--- config.mk ---
export PLATFORM = sky130hd
export DESIGN_NAME = shift_rotate_pipe
export DESIGN_NICKNAME = d
export VERILOG_FILES = /design/src/rtl/shift_pkg.sv /design/src/rtl/shift_stage.sv /design/src/rtl/shift_rotate_pipe.sv
export SDC_FILE = /design/constraint.sdc
export NUM_CORES = 1
export LEC_CHECK = 0
export ABC_AREA = 1
export CAP_MARGIN = 10
export CORE_ASPECT_RATIO = 1.5
export CORE_MARGIN = 2
export CORE_UTILIZATION = 25
export DETAILED_ROUTE_END_ITERATION = 7
export PLACE_DENSITY = 0.52
export SETUP_SLACK_MARGIN = 0.15
export SLEW_MARGIN = 20
export SYNTH_ARGS = -nofsm -noshare
export SYNTH_HDL_FRONTEND = slang
export SYNTH_SLANG_ARGS = --single-unit
--- constraint.sdc ---
create_clock -name clk -period 3.17 [get_ports clk]
set_input_delay 0.317 -clock clk [delete_from_list [all_inputs] [get_ports clk]]
set_output_delay 0.317 -clock clk [all_outputs]
set_load 0.005 [all_outputs]
--- src/rtl/shift_pkg.sv ---
// rtl/shift_pkg.sv - mode encoding shared by the shift/rotate pipeline
package shift_pkg;

  localparam int MODE_W = 2;

  typedef enum logic [MODE_W-1:0] {
    MODE_LSL = 2'b00,
    MODE_LSR = 2'b01,
    MODE_ASR = 2'b10,
    MODE_ROR = 2'b11
  } shift_mode_e;

endpackage

--- src/rtl/shift_stage.sv ---
// rtl/shift_stage.sv - one fixed-distance conditional shift plus its pipeline register
// The carry register exists only when SHIFT_CARRY_EN is defined.
module shift_stage
  import shift_pkg::*;
#(
  parameter int WIDTH = 8,
  parameter int DIST  = 1
) (
  input  logic                     clk,
  input  logic                     rst,
  input  logic                     in_valid,
  input  logic [WIDTH-1:0]         in_data,
  input  logic [$clog2(WIDTH)-1:0] in_amt,
  input  shift_mode_e              in_mode,
`ifdef SHIFT_CARRY_EN
  input  logic                     in_carry,
  output logic                     out_carry,
`endif
  input  logic                     next_load,
  output logic                     load,
  output logic                     out_valid,
  output logic [WIDTH-1:0]         out_data,
  output logic [$clog2(WIDTH)-1:0] out_amt,
  output shift_mode_e              out_mode
);

  localparam int BIT = $clog2(DIST);

  logic [WIDTH-1:0] shifted;
  logic [WIDTH-1:0] result;

  always_comb begin
    shifted = in_data;
    case (in_mode)
      MODE_LSL: shifted = in_data << DIST;
      MODE_LSR: shifted = in_data >> DIST;
      MODE_ASR: shifted = $signed(in_data) >>> DIST;
      default:  shifted = (in_data >> DIST) | (in_data << (WIDTH - DIST));
    endcase
    result = in_amt[BIT] ? shifted : in_data;
  end

  // A slot can take new contents when it is empty or its occupant moves on.
  assign load = ~out_valid | next_load;

  always_ff @(posedge clk or posedge rst) begin
    if (rst) begin
      out_valid <= 1'b0;
      out_data  <= '0;
      out_amt   <= '0;
      out_mode  <= MODE_LSL;
`ifdef SHIFT_CARRY_EN
      out_carry <= 1'b0;
`endif
    end else if (load) begin
      out_valid <= in_valid;
      if (in_valid) begin
        out_data  <= result;
        out_amt   <= in_amt;
        out_mode  <= in_mode;
`ifdef SHIFT_CARRY_EN
        out_carry <= in_carry;
`endif
      end
    end
  end

endmodule

--- src/rtl/shift_rotate_pipe.sv ---
// rtl/shift_rotate_pipe.sv - pipelined barrel shifter/rotator, one stage per amount bit
// Optional SHIFT_CARRY_EN adds out_carry (last bit shifted out), pipelined with the data.
module shift_rotate_pipe
  import shift_pkg::*;
#(
  parameter  int WIDTH = 8,
  localparam int SHW   = $clog2(WIDTH)
) (
  input  logic              clk,
  input  logic              rst,
  input  logic              in_valid,
  output logic              in_ready,
  input  logic [WIDTH-1:0]  in_data,
  input  logic [SHW-1:0]    in_amt,
  input  logic [MODE_W-1:0] in_mode,
`ifdef SHIFT_CARRY_EN
  output logic              out_carry,
`endif
  output logic              out_valid,
  input  logic              out_ready,
  output logic [WIDTH-1:0]  out_data
);

  // Index 0 is the input side; index k+1 is the register of stage k.
  logic             valid [SHW+1];
  logic [WIDTH-1:0] data  [SHW+1];
  logic [SHW-1:0]   amt   [SHW+1];
  shift_mode_e      mode  [SHW+1];
  logic             load  [SHW+1];

  assign valid[0]  = in_valid;
  assign data[0]   = in_data;
  assign amt[0]    = in_amt;
  assign mode[0]   = shift_mode_e'(in_mode);
  assign load[SHW] = out_ready;

`ifdef SHIFT_CARRY_EN
  logic           carry [SHW+1];
  logic [SHW-1:0] lsl_idx;
  logic [SHW-1:0] rsh_idx;
  logic           carry_in;

  // WIDTH is a power of two, so the SHW-bit negation of amt is WIDTH-amt for amt > 0.
  always_comb begin
    lsl_idx  = -in_amt;
    rsh_idx  = in_amt - SHW'(1);
    carry_in = 1'b0;
    if (in_amt != '0) begin
      carry_in = (in_mode == MODE_LSL) ? in_data[lsl_idx] : in_data[rsh_idx];
    end
  end

  assign carry[0]  = carry_in;
  assign out_carry = carry[SHW];
`endif

  for (genvar k = 0; k < SHW; k++) begin : g_stage
    shift_stage #(
      .WIDTH (WIDTH),
      .DIST  (1 << k)
    ) u_stage (
      .clk       (clk),
      .rst       (rst),
      .in_valid  (valid[k]),
      .in_data   (data[k]),
      .in_amt    (amt[k]),
      .in_mode   (mode[k]),
`ifdef SHIFT_CARRY_EN
      .in_carry  (carry[k]),
      .out_carry (carry[k+1]),
`endif
      .next_load (load[k+1]),
      .load      (load[k]),
      .out_valid (valid[k+1]),
      .out_data  (data[k+1]),
      .out_amt   (amt[k+1]),
      .out_mode  (mode[k+1])
    );
  end

  assign in_ready  = load[0];
  assign out_valid = valid[SHW];
  assign out_data  = data[SHW];

  logic unused_tail;
  assign unused_tail = ^{amt[SHW], mode[SHW]};

endmodule

# ---- Word level (Yosys, flattened, before mapping)
# Index checks and enable logic that the tools add are counted.
dict set report classes {
  add_sub_neg 0
  n_reduce_logical 6
  n_shift 0
  n_eq_ne 6
  n_mux 6
  n_bitwise 9
  n_div 0
  n_mul 0
  magnitude_cmp 0
}
# op n
set op_table {}
lappend op_table {{one-hot mux 8 bit (3 select lines)} 3}
lappend op_table {{two-way mux 8 bit} 3}
lappend op_table {{bitwise OR 4 x 8 -> 8 bit} 1}
lappend op_table {{bitwise OR 6 x 8 -> 8 bit} 1}
lappend op_table {{bitwise OR 7 x 8 -> 8 bit} 1}
lappend op_table {{== test 2 x 1 -> 1 bit (second input constant)} 3}
lappend op_table {{== test 2 bit (second input constant)} 3}
lappend op_table {{logical NOT 2 bit} 3}
lappend op_table {{AND reduction 2 bit} 3}
lappend op_table {{inverter 1 bit} 3}
lappend op_table {{bitwise OR 1 bit} 3}
dict set report word_totals {
  latchBits 0
  output_inout_bits 10
  word_cells 37
  mem_count 0
  mem_bits_rw 0
  input_bits 17
  ff_bits 37
  romBits 0
}

# ---- Logic depth before layout (Yosys ltp)
# Gate-level depths: netlist (run 1).
dict set report depth {
  ltp_word 5
  mapped_depth 7
  mapped_depth_nobuf 7
}

# ---- By module
# From an unflattened synthesis (run 1), not the netlist that was laid out.
dict set report hier_totals {
  cells_unflattened 303
  hier_area_um2 2242.2
}
# mod cells_per_inst area_per_inst_um2 seq_area_each_um2 n_inst
set modules_own_cells {}
lappend modules_own_cells {{shift_stage at g_stage[0].u_stage} 102 778.2 350.3 1}
lappend modules_own_cells {{shift_stage at g_stage[1].u_stage} 105 757.0 350.3 1}
lappend modules_own_cells {{shift_stage at g_stage[2].u_stage} 96 706.9 350.3 1}

# ---- Worst setup path after synthesis (run 1)
# No wires, ideal clock.
dict set report synth_timing {
  path_kind {reg-to-reg}
  from {register g_stage[2].u_stage.out_valid}
  to {register g_stage[0].u_stage.out_data[7]}
  synth_period_minus_slack_ps 1043
  n_path_buf 1
  required_ps 3053
  arrival_ps 926
  path_stages_with_launch 7
  setup_time_ps 117
  path_slack_ps 2127
  path_cell_list {dfrtp_1 nand4_2 nand2_2 inv_2 buf_6 nand3_1 nand2_1}
}
dict set report synth_via {
  elab_chain_len 5
}
# element line
set synth_rtl {}
lappend synth_rtl {{start: declaration} shift_stage.sv:21} ;# output logic out_valid,
lappend synth_rtl {{start signal: assignment} shift_stage.sv:56} ;# out_valid <= in_valid;
lappend synth_rtl {{inverter 1 bit} shift_stage.sv:44} ;# assign load = ~out_valid | next_load;
lappend synth_rtl {{bitwise OR 1 bit (3 in series)} shift_stage.sv:44}
lappend synth_rtl {{via in_ready} shift_rotate_pipe.sv:12} ;# output logic in_ready,
lappend synth_rtl {{AND reduction 2 bit (no source line)} -}
lappend synth_rtl {{end signal: assignment} shift_stage.sv:58} ;# out_data <= result;
lappend synth_rtl {{end: declaration} shift_stage.sv:22} ;# output logic [WIDTH-1:0] out_data,
# The timed path passes the listed nets, and every way through them passes these cells.
# A chain may end at the register's enable or synchronous reset.

# ---- Final worst setup path (run 1)
dict set report layout_timing {
  from {input port out_ready}
  to {output port in_ready}
}
dict set report layout_via {
  elab_chain_len 3
}
# element line
set layout_rtl {}
lappend layout_rtl {{start: declaration} shift_rotate_pipe.sv:20} ;# input logic out_ready,
lappend layout_rtl {{bitwise OR 1 bit (3 in series)} shift_stage.sv:44}
lappend layout_rtl {{end: declaration} shift_rotate_pipe.sv:12}
# No other way between the ends.

==> results of run 1 <==
[worst paths after layout]
path | from | slack [ns] | endpoint
worst max register to register | g_stage[2].u_stage.out_valid$_DFFE_PP0P_ | 1.88 | g_stage[1].u_stage.out_data[5]$_DFFE_PP0P_
max in group asynchronous | rst | 2.42 | g_stage[1].u_stage.out_data[2]$_DFFE_PP0P_
worst min-delay path | rst | 0.43 | g_stage[0].u_stage.out_valid$_DFFE_PP0P_
worst min register to register | g_stage[2].u_stage.out_data[6]$_DFFE_PP0P_ | 0.48 | g_stage[2].u_stage.out_data[6]$_DFFE_PP0P_
worst max-delay path | out_ready | 1.42 | in_ready
min in group clk | g_stage[2].u_stage.out_data[6]$_DFFE_PP0P_ | 0.48 | g_stage[2].u_stage.out_data[6]$_DFFE_PP0P_
[cells in the final DEF, fill, tap and decap left out]
cell type,instances
nand4_1,2
o21ai_0,8
nor2_1,30
inv_2,2
nand2_2,2
clkbuf_8,8
a21oi_1,13
dfrtp_1,34
a21oi_2,1
o21ai_1,1
o21ai_2,1
nand4_2,1
buf_4,1
o22ai_1,1
nand3_1,22
inv_1,28
clkdlybuf4s50_1,26
nand2_1,111
[per-layer routing]
metal	share of wire	GRT usage	vias to the layer above
li1	-	-	871
met5	0	0	-
met1	0.41	0.113	717
met4	0.014	0.0381	0
met3	0.030	0.0246	6
met2	0.55	0.189	26
[area by class of cell]
type	count	area (sq um)
sequential	34	851
clock buffer	8	110
fill	813	5000
inverter	30	113
multi-input combinational	193	811
timing repair buffer	27	268
tap	100	125
[report_power, final]
part,internal (uW),total (uW),switching [uW]
Clock,219,372,153
Combinational,251,536,285
Sequential,578,707,130
Total,1050,1620,568
[state kept, by name (all words and copies together), names as in the netlist]
signal / count
g_stage.u_stage.out_valid: 3
g_stage.u_stage.out_amt: 3
g_stage.u_stage.out_data: 24
g_stage.u_stage.out_mode: 4
[critical path: cells and delay by family]
family	cells	cell delay, ns
buffers and inverters	3	1.02
and+or+nand+nor	1	0.09
[kinds of logic (layout without fill, tap and decap cells)]
family	count (synthesis)	after routing	synth area share
buf+inv	45	65	0.121
simple gates	168	168	0.358
compound gates	25	25	0.0708
flops	34	34	0.450
[per-stage QoR]
| stage | total power (uW) | area (sq um) | hold WS [ns] |
|---|---|---|---|
| after floorplan | 1110 | 1890 | 0.427 |
| after global placement | 1250 | 2170 | 0.462 |
| after detailed placement | 1260 | 2170 | 0.465 |
| after CTS | 1640 | 2280 | 0.450 |
| after global routing | 1760 | 2280 | 0.478 |
| final | 1620 | 2280 | 0.433 |
==> flow_summary.toml, run 1 <==
[logic_synthesis]
netlist_area_sq_um = 1890
synth_seq_area_share = 0.450
yosysWarnings = 0
synth_area_leaders = "dfrtp_1 45%, nand2_1 22%, nor2_1 6.0%"
synth-seq-cells = 34
syn_area_per_cell_sq_um = 6.95
syn_inst = 272
async_reset_ff_frac = 1.00
synth_ff_type = "dfrtp_1"
yosysUniqueCellTypes = 18
yosysTopAreaCell = "dfrtp_1"
synth_top_area_frac = 0.450
synth_edf_count = 0
yosysMostFrequentCell = "nand2_1"
syn_nets = 289
synth_common_cells = "111 x nand2_1, 34 x dfrtp_1, 30 x nor2_1"

[place]
dpl.hpwl_mm = 3.04
port_buffers = 26
place_inst = 384
globalplace.congestion = 0.787
post-place-ws_ns = 1.41

[sta]
worst_pin_slew_ns = 0.474
setup_tns_ns = 0
drv_slew = 0
layout_min_cycle_time_ns = 1.75
hold_viol = 0
setup_viol = 0
max_freq_mhz = 572
post-route-period-util = 0.552
fin_ws_ns = 1.42
slew_headroom = 0.684
finalClockSkew_ns = 0.00513
rsz0062_at_grt = "no"

[routing]
drt-pass1-iter-count = 4
drc = 0
num_vias = 1620
ant_nets = 0
wirelength_mm = 3.97
vias_per_cell = 4.13
dr.first_iter.drc_count = 81
wl_per_cell_um = 10.1

[status]
status = "finished clean"

[power]
powerDensity_nw_per_um2 = 709
irDropWorstVdd_uv = 172
p_leak_uw = 0.00116

[cts]
root_buffer = "clkbuf_8"
cts_setup_buffers = 0
hold_buffers = 0
cts.path.max_buffers = 2
cts_tree = "yes"
clk_latency_ns = 0.28
htreeDepth = 2
numCtsBuffers = 5
cts.sinks = 34
ctsResizeCount = 0
clkTransAtPathRegs_ns = 0.07

[finish]
nNetsFinal = 308
postLayoutCoreUtil = 0.313
layout-drive-gt1-share = 0.0548
diodes = 0
stdcell_count = 392
area_delta_synth_final_pct = 20.4

[die]
dieArea_sq_um = 8290
start_util = 0.260
die_y_um = 111
rows = 38
die_w_um = 75.0
core_area_sq_um = 7270
io_pins = 27

[global_route]
grt_pass1_wl_mm = 6.90
overflow = 0
grt_max_degree = 35
grt_usage = 0.105
grt_antenna_before_repair = 0
grt_pass1_vias = 1595

[setup_path]
max_stage_delay_ns = 0.51
critPathCaptureType = "output port"
crit_path_top_delay_cell = "clkdlybuf4s50_1"
cp_max_fo = 3
path_class = "in2out"
crit_arrival_ns = 1.43
startpoint_type = "primary input"
reg2regPathDepth = 5
cp_cell_sequence = "clkdlybuf4s50_1, inv_1, nand4_2, clkdlybuf4s50_1"
crit_top_cell = "clkdlybuf4s50_1"
cp_data_required_time_ns = 2.85

[flow_run]
drv_cap = 0

[worst_hold_path]
hold_path_class = "in2async"
Note: power is estimated with default switching activity, not from simulation.
==> inputs of run 2 (changes only) <==
Clock period 3.17 ns to 1.65 ns, I/O delays scaled along.
==> run 2 against run 1 <==
Against the previous run: utilization is 0.069 points higher; register-to-register slack worse by 1.5 ns; final area is 0.22% higher; non-clock buffer count is 5 higher; largest power group unchanged.
==> flow_summary.toml, run 2 (same netlist as run 1, synthesis figures left out) <==
[status]
status = "finished clean"

[global_route]
grt_antenna_before_repair = 0
grt_pass1_vias = 1651
grt_usage = 0.105
grt_pass1_wl_mm = 6.97
overflow = 0
grt_max_degree = 35

[routing]
num_vias = 1652
ant_nets = 0
dr.first_iter.drc_count = 69
wl_per_cell_um = 9.90
drt-pass1-iter-count = 4
drc = 0
wirelength_mm = 3.92
vias_per_cell = 4.17

[die]
io_pins = 27
die_w_um = 75.0
die_y_um = 111
dieArea_sq_um = 8290
rows = 38
start_util = 0.260
core_area_sq_um = 7270

[power]
p_seq_frac = 0.455
pwr-share-clk = 0.192
powerDensity_nw_per_um2 = 1310
internal_power_uw = 1910
p_sw_frac = 0.360
irDropWorstVdd_uv = 350
p_leak_uw = 0.00117
netSwitchingPower_uw = 1070
comb_power_share = 0.353

[finish]
largest_reg_flops = 24
diodes = 0
nNetsFinal = 313
top_regs = "g_stage.u_stage.out_data: 24 flops, g_stage.u_stage.out_mode: 4 flops"
area_delta_synth_final_pct = 20.7
layout-drive-gt1-share = 0.0608
final_cell_mix = "111 x nand2_1, 34 x dfrtp_1, 30 x nor2_1"
fill_cells = 815
stdcell_count = 396
final_common_cell = "nand2_1"
top_register = "g_stage.u_stage.out_data"

[setup_path]
critPathCaptureType = "output port"
reg2regPathDepth = 5
path_class = "reg2out"
cp_cell_sequence = "nand4_2, dlygate4sd2_1"
cpLargestDelayFamily = "flip-flops"
startpoint_type = "flop"
cp_data_required_time_ns = 1.48
max_stage_delay_ns = 0.40
cp_num_buf_inv = 1
reg2reg_slack_ns = 0.37
r2r_end = "g_stage[2].u_stage.out_data[3]$_DFFE_PP0P_"
crit_arrival_ns = 1.14
crit_path_top_delay_cell = "dfrtp_1"
r2r-start = "g_stage[2].u_stage.out_valid$_DFFE_PP0P_"
cp_max_fo = 4

[cts]
hold_buffers = 0
clk_latency_ns = 0.29
numCtsBuffers = 5
cts.sinks = 34
root_buffer = "clkbuf_8"
clkTransAtPathRegs_ns = 0.07
cts.path.max_buffers = 2
htreeDepth = 2
cts_tree = "yes"

[place]
globalplace.congestion = 0.774
dpl.hpwl_mm = 3.05
place_inst = 388
port_buffers = 26
post-place-ws_ns = 0.120

[sta]
slew_headroom = 0.674
layout_min_cycle_time_ns = 1.31
setup_tns_ns = 0
finalClockSkew_ns = 0.00395
setup_viol = 0
holdWs_ns = 0.271
hold_viol = 0
drv_slew = 0
worst_pin_slew_ns = 0.489
max_freq_mhz = 766
post-route-period-util = 0.792
rsz0062_at_grt = "no"
fin_ws_ns = 0.344

[worst_hold_path]
hold_path_class = "in2async"

[flow_run]
drv_cap = 0
==> run 2: changes by cell type in the layout (fill, tap and decap cells not counted) <==
| cell | delta |
|---|---|
| dlygate4sd2_1 | +1 |
| clkbuf_8 | -3 |
| buf_4 | +5 |
| dlymetal6s2s_1 | +1 |
| clkdlybuf4s50_1 | -2 |
| clkbuf_1 | +2 |
==> run 2: area by class of cell <==
type / instances / area (sq um) / area share
Clock buffer: 7 / 76.3 / 0.0334
Inverter: 30 / 113 / 0.0493
Timing Repair Buffer: 32 / 307 / 0.134
Multi-Input combinational cell: 193 / 811 / 0.355
Tap cell: 100 / 125 / 0.0548
Sequential cell: 34 / 851 / 0.373
==> run 2: power by group through the flow <==
stage | sequential [uW] | combinational (uW) | clock, uW
global route | 1390 | 1230 | 622
finish | 1360 | 1050 | 573
detailed placement | 1370 | 1060 | 0
global placement | 1380 | 1050 | 0
floorplan | 1280 | 842 | 0
CTS | 1360 | 1080 | 603
==> run 2: per-layer routing <==
layer / up-vias / share of wire / wire, um / track usage
li1: 881 / - / - / -
met1: 733 / 0.40 / 1580 / 0.107
met2: 32 / 0.54 / 2130 / 0.196
met4: 0 / 0.018 / 69 / 0.0405
met5: - / 0 / 0 / 0
met3: 6 / 0.035 / 139 / 0.0246
==> run 2: worst max path at each step <==
stage                                                   from                                         end  cells past startpoint
CTS                 g_stage[2].u_stage.out_valid$_DFFE_PP0P_                                   out_valid                      2
global placement                                   out_ready  g_stage[2].u_stage.out_data[0]$_DFFE_PP0P_                      7
finish              g_stage[2].u_stage.out_valid$_DFFE_PP0P_                                    in_ready                      2
detailed placement                                 out_ready  g_stage[2].u_stage.out_data[0]$_DFFE_PP0P_                      7
global route        g_stage[2].u_stage.out_valid$_DFFE_PP0P_  g_stage[2].u_stage.out_data[0]$_DFFE_PP0P_                      5
floorplan           g_stage[2].u_stage.out_valid$_DFFE_PP0P_  g_stage[0].u_stage.out_data[7]$_DFFE_PP0P_                      6
==> run 2: worst reg2reg max path, cell delays in order, from the launching register on <==
cell	delay (ns)
dfrtp_1	0.40
nand2_1	0.09
nand2_1	0.34
inv_1	0.16
nor2_1	0.12
a21oi_1	0.05
==> run 2: timing repair <==
| action | in CTS | in global routing |
|---|---|---|
| setup endpoints to repair | 1 | 1 |
| resized for setup | 1 | 1 |
| setup buffers | 1 | 0 |
==> run 2: stage by stage <==
stage | util | area, sq um | power [uW]
3_5_place_dp | 0.302 | 2200 | 2430
3_3_place_gp | 0.302 | 2200 | 2420
2_1_floorplan | - | 1890 | 2130
4_1_cts | 0.313 | 2280 | 3040
6_report | 0.314 | 2280 | 2980
5_1_grt | 0.314 | 2280 | 3250
